$ cat config.mk
export PLATFORM = sky130hd
export DESIGN_NAME = timer_event_sched
export DESIGN_NICKNAME = d
export VERILOG_FILES = /design/src/rtl/timer_event_sched.sv
export SDC_FILE = /design/constraint.sdc
export NUM_CORES = 1
export LEC_CHECK = 0
export CORE_MARGIN = 5
export CORE_UTILIZATION = 56
export DETAILED_ROUTE_END_ITERATION = 8
export PLACE_DENSITY = 0.74
export SYNTH_ARGS = -nofsm -noshare
export SYNTH_HDL_FRONTEND = slang
export SYNTH_SLANG_ARGS = --single-unit
$ cat constraint.sdc
create_clock -name clock -period 21.9 [get_ports clock]
set_input_delay 3.285 -clock clock [delete_from_list [all_inputs] [get_ports clock]]
set_output_delay 3.285 -clock clock [all_outputs]
set_load 0.05 [all_outputs]
$ cat src/rtl/timer_event_sched.sv
// timer_event_sched: prescaled 32-bit timebase with NUM_CH compare channels.
// Each channel raises pending, a 1-cycle evt pulse and optionally auto-reloads.
//
// Ports:
//   clock, reset         system clock, async active-high reset
//   address, cs, write   slot register access, wr_data written on cs & write
//   read                 read strobe (reads have no side effects)
//   rd_data              combinational read data for address
//   evt[NUM_CH-1:0]      1-cycle pulse per channel match
//   irq                  registered |(pending & irq_en)
//   capture_in           async capture pin (TIMER_SCHED_CAPTURE_EN only)
//
// Build option: define TIMER_SCHED_CAPTURE_EN to add capture_in and the
// CAPTURE register; otherwise CAPTURE reads 0.
module timer_event_sched #(
   parameter int NUM_CH     = 4,
   parameter int PRESCALE_W = 16
) (
   input  logic              clock,
   input  logic              reset,
   input  logic [4:0]        address,
   output logic [31:0]       rd_data,
   input  logic [31:0]       wr_data,
   input  logic              read,
   input  logic              write,
   input  logic              cs,
   output logic [NUM_CH-1:0] evt,
   output logic              irq
`ifdef TIMER_SCHED_CAPTURE_EN
   ,
   input  logic              capture_in
`endif
);

   localparam logic [4:0] A_CTRL     = 5'h00;
   localparam logic [4:0] A_PRESCALE = 5'h01;
   localparam logic [4:0] A_COUNT    = 5'h02;
   localparam logic [4:0] A_PENDING  = 5'h03;
   localparam logic [4:0] A_ARM      = 5'h04;
   localparam logic [4:0] A_IRQ_EN   = 5'h05;
   localparam logic [4:0] A_CAPTURE  = 5'h06;

   logic                  go;
   logic [PRESCALE_W-1:0] prescale;
   logic [PRESCALE_W-1:0] presc;
   logic [31:0]           count;
   logic [31:0]           count_nxt;
   logic [NUM_CH-1:0]     pending;
   logic [NUM_CH-1:0]     arm;
   logic [NUM_CH-1:0]     irq_en;
   logic [NUM_CH-1:0]     hit;
   logic [NUM_CH-1:0]     w1c;
   logic [31:0]           cmp    [NUM_CH];
   logic [31:0]           period [NUM_CH];
   logic [31:0]           capture;
   logic                  wr_en;
   logic                  clear;
   logic                  tick;
   logic                  unused_read;

   // Reads are side-effect free, so the strobe carries no information.
   assign unused_read = read;

   assign wr_en = cs & write;
   assign clear = wr_en & (address == A_CTRL) & wr_data[0];
   // A clear cycle suppresses the tick and therefore every match.
   assign tick  = go & (presc == prescale) & ~clear;
   assign w1c   = (wr_en && address == A_PENDING) ?
                  wr_data[NUM_CH-1:0] : '0;

   always_comb begin
      count_nxt = count;
      if (clear)
         count_nxt = '0;
      else if (tick)
         count_nxt = count + 32'd1;
   end

   // Compare against the incremented value so evt lines up with COUNT==CMP.
   always_comb begin
      hit = '0;
      for (int i = 0; i < NUM_CH; i++)
         hit[i] = tick & arm[i] & ((count + 32'd1) == cmp[i]);
   end

   always_ff @(posedge clock or posedge reset) begin
      if (reset) begin
         go       <= 1'b0;
         prescale <= '0;
         presc    <= '0;
         count    <= '0;
         pending  <= '0;
         arm      <= '0;
         irq_en   <= '0;
         evt      <= '0;
         irq      <= 1'b0;
         for (int i = 0; i < NUM_CH; i++) begin
            cmp[i]    <= '0;
            period[i] <= '0;
         end
      end else begin
         count <= count_nxt;
         if (clear || tick)
            presc <= '0;
         else if (go)
            presc <= presc + 1'b1;
         if (wr_en && address == A_CTRL)
            go <= wr_data[1];
         if (wr_en && address == A_PRESCALE)
            prescale <= wr_data[PRESCALE_W-1:0];
         if (wr_en && address == A_IRQ_EN)
            irq_en <= wr_data[NUM_CH-1:0];
         // Hardware set wins over a same-cycle W1C.
         pending <= (pending & ~w1c) | hit;
         evt     <= hit;
         irq     <= |(pending & irq_en);
         // Software writes win over hardware reload/disarm.
         if (wr_en && address == A_ARM) begin
            arm <= wr_data[NUM_CH-1:0];
         end else begin
            for (int i = 0; i < NUM_CH; i++)
               if (hit[i] && period[i] == '0)
                  arm[i] <= 1'b0;
         end
         for (int i = 0; i < NUM_CH; i++) begin
            if (wr_en && address == 5'(8 + i))
               cmp[i] <= wr_data;
            else if (hit[i] && period[i] != '0)
               cmp[i] <= cmp[i] + period[i];
            if (wr_en && address == 5'(16 + i))
               period[i] <= wr_data;
         end
      end
   end

`ifdef TIMER_SCHED_CAPTURE_EN
   logic cap_s1;
   logic cap_s2;
   logic cap_s3;

   // Two flops resynchronise the pin, the third gives the rising edge.
   // The captured value is the COUNT that becomes visible on that edge.
   always_ff @(posedge clock or posedge reset) begin
      if (reset) begin
         cap_s1  <= 1'b0;
         cap_s2  <= 1'b0;
         cap_s3  <= 1'b0;
         capture <= '0;
      end else begin
         cap_s1 <= capture_in;
         cap_s2 <= cap_s1;
         cap_s3 <= cap_s2;
         if (cap_s2 && !cap_s3)
            capture <= count_nxt;
      end
   end
`else
   assign capture = '0;
`endif

   always_comb begin
      rd_data = '0;
      case (address)
         A_CTRL:     rd_data[1] = go;
         A_PRESCALE: rd_data[PRESCALE_W-1:0] = prescale;
         A_COUNT:    rd_data = count;
         A_PENDING:  rd_data[NUM_CH-1:0] = pending;
         A_ARM:      rd_data[NUM_CH-1:0] = arm;
         A_IRQ_EN:   rd_data[NUM_CH-1:0] = irq_en;
         A_CAPTURE:  rd_data = capture;
         default:    rd_data = '0;
      endcase
      for (int i = 0; i < NUM_CH; i++) begin
         if (address == 5'(8 + i))
            rd_data = cmp[i];
         if (address == 5'(16 + i))
            rd_data = period[i];
      end
   end

endmodule

==> reports/summary.txt <==
Status: finished with violations
Failing checks: design-rule violations
Initial antenna violation count: 6
Synthesized flop and latch total: 338
Final Max Slew Viols: 0
Detail Placement HPWL: 74.9 mm
Mapped Area: 0.0260 mm^2
Post-synth cell types: 86
Yosys warns: 0
DRC Markers: 1
Clock share of power: 29.3%
Sw Share: 38.2%
Chip Width: 226 um
Sequential-to-total area share from yosys stat: 32.5%
Max Fclk: 0.0974 GHz
Final Cycle Share: 46.9%
Sum Neg Setup Slack: 0 ns
Lkg Pwr: 12.8 nW
Final non-filler cell total: 3468
Class of the most critical setup path: input pin to primary output
Via count: 23.9k
Int Power: 1.53 mW
Biggest area consumer among synthesized cells: dfrtp_1
Sequential share of power: 37.2%
Dominant synthesized flop cell: dfrtp_1
Required @ worst endpoint: 18.62 ns
Synth cell count leaders: dfrtp_1, nand2_1, nor2_1
Core Util, Final: 62.0%
Number of vias per cell: 6.89
Least-Margin Pin Slew: 1.28 ns
Final Hold Vio Count: 0
Worst-Skew Late Latency: 0.58 ns
Final wirelength: 97.5 mm
Top cell type's share of synthesized area: 32.5%
Die Ht: 226 um
Die ar.: 0.0509 mm^2
Post-Synthesis Cells: 2826
Clock slew at reported path FFs: 0.06 ns
Root Driver: clkbuf_16
Top Ports: 79
Clock Tree Buf Depth: 3
Final setup vio count: 0
Syn nets: 2998
Pwr Density: 86.5 mW/mm^2
Crit path capture type: primary output
Grt ovf: 0
CP max-delay cell: clkdlybuf4s50_1
Total Power: 2.48 mW
CP max stage delay: 0.81 ns
Switch Pwr: 948 uW
Starting Density: 56.2%
Post-CTS setup buffer count: 0
Crit path max fanout: 33
Total track usage: 37.6%
FFs w/ async S/R, synth: 100%
Syn_area_per_cell: 9.21 um^2
Max-cap viol count: 0
Crit path cell chain: clkdlybuf4s50_1, nand2b_1, nor2_2, buf_4, a222oi_1, inv_1, a221oi_1, nand3_1, clkdlybuf4s50_1
Core Rows: 79
Most common cell in the netlist: dfrtp_1
CTS tree: yes
Synth-to-layout area growth: 10.2%
H-Tree Depth: 2
Final net count: 2999
RD Place Congestion: 1.04
First-pass GRT wire length: 145 mm
Clock buffer count from CTS: 41
Number of synthesized flops with an enable pin: 0
Post-layout minimum cycle time: 10.27 ns
Cell mode on critical path: clkdlybuf4s50_1
VDD IR max: 0.0805 mV
Routed length per instance: 28.1 um
DR iter-0 viols: 3584
Vias in the first global route: 22.8k
Rel. slew slack: 14.2%
Resized cells post-CTS: 0
Area contributors post-synth: dfrtp_1, mux2_2, ha_1, xnor2_1, nand2_1
# port buffers: 77
Combinational share of power: 33.5%
Layout cell share with drive strength beyond 1: 10.5%
Antenna-violating nets left: 0
Critical Path AT: 6.98 ns
Core area: 0.0463 mm^2
Startpoint Class: input pin
CTS Hold Bufs: 0
DR pass1 iterations: 9
Clock Skews: 0.0284 ns
Sinks on Clock Net: 338
Largest net degree at the start of global routing: 140
Worst min-delay path category: flip-flop to flip-flop
RSZ-0062 raised after global routing: false
Placed Cells: 3391
[metrics by stage]
step,hold WS [ns],worst slack (ns),area [um^2]
final,0.522,11.63,28700
after CTS,0.512,11.76,28700
after global placement,0.489,11.84,27200
after global routing,0.539,11.55,28700
after floorplan,0.468,9.25,26000
after detailed placement,0.498,11.83,27200
[cell families after synthesis]
logic type                 Yosys count  share of synthesized area (%)
adders and majority gates          130                           6.37
buffers and inverters              224                           3.56
AOI/OAI and AO/OA                  682                           17.4
xor gates and xnor gates           312                           12.9
and+or+nand+nor                    902                           17.2
DFF                                338                           32.5
muxes                              238                           9.96
[power by group through the flow]
stage	registers, mW	logic [mW]	clock network, mW
2_1_floorplan	0.817	0.646	0
3_3_place_gp	0.913	0.788	0
3_5_place_dp	0.917	0.810	0
4_1_cts	0.907	0.815	0.733
5_1_grt	0.926	0.897	0.759
6_report	0.921	0.831	0.727
[path summary, 6_finish.rpt]
| check | from | end | slack (ns) | depth (start not counted) |
|---|---|---|---|---|
| max | address[1] | rd_data[28] | 11.63 | 9 |
| min | pending[1] | pending[1] | 0.52 | 1 |
| max reg2reg | count[0] | cmp[62] | 16.54 | 11 |
| min reg2reg | pending[1] | pending[1] | 0.52 | 1 |
| max in group asynchronous | reset | cmp[25] | 16.40 | 4 |
| min in group asynchronous | reset | presc[9] | 3.27 | 2 |
[per-layer routing]
layer	GRT usage (%)	wire length (um)	vias to the layer above
met5	0	7	-
met1	54.2	40200	11800
li1	-	-	10500
met4	14.9	4580	2
met2	55.0	41300	1368
met3	9.05	11500	241
[cell type report]
| class | count | area, um^2 |
|---|---|---|
| fillers | 3964 | 17600 |
| multi-input cells | 2264 | 16700 |
| flip-flops and latches | 338 | 8460 |
| clock buffers | 54 | 1150 |
| repair buffers | 110 | 1030 |
| well taps | 607 | 759 |
| inverters | 72 | 278 |
| clock inverters | 20 | 277 |
| diodes | 3 | 7.51 |
[registers in the layout, indices dropped and copies added, names as in the netlist, 4 cells and up]
name / count
presc: 16
cmp: 128
prescale: 16
arm: 4
period: 128
evt: 4
pending: 4
count: 32
irq_en: 4
[critical path, delay by kind of cell]
kind / cells / cell delay, ns
and+or+nand+nor: 3 / 0.66
buffers and inverters: 4 / 1.94
AOI/OAI and AO/OA: 2 / 1.05
[cell usage in the layout, fill, tap and decap left out, types with 11 or more instances in the layout]
cell type	synthesis	layout
a2111oi_0	11	11
a211oi_1	22	22
a21o_1	44	44
a21oi_1	126	126
a221oi_1	26	26
a222oi_1	29	29
a22oi_1	65	65
a31oi_1	69	69
and2_1	14	14
and3_1	32	32
and4_1	16	15
buf_4	14	32
clkbuf_16	0	42
clkdlybuf4s50_1	0	77
dfrtp_1	338	338
ha_1	126	126
inv_1	72	71
mux2_2	156	156
mux2i_1	81	81
nand2_1	282	281
nand2b_1	23	23
nand3_1	80	80
nand4_1	61	61
nor2_1	202	192
nor2b_1	12	12
nor3_1	50	47
nor4_1	57	56
o21a_1	18	18
o21ai_0	144	144
o21ai_1	15	15
o21bai_1	14	14
o31ai_1	12	12
or3_1	15	15
xnor2_1	176	176
xnor3_1	46	46
xor2_1	90	90
(Power assumes the default switching activity.)
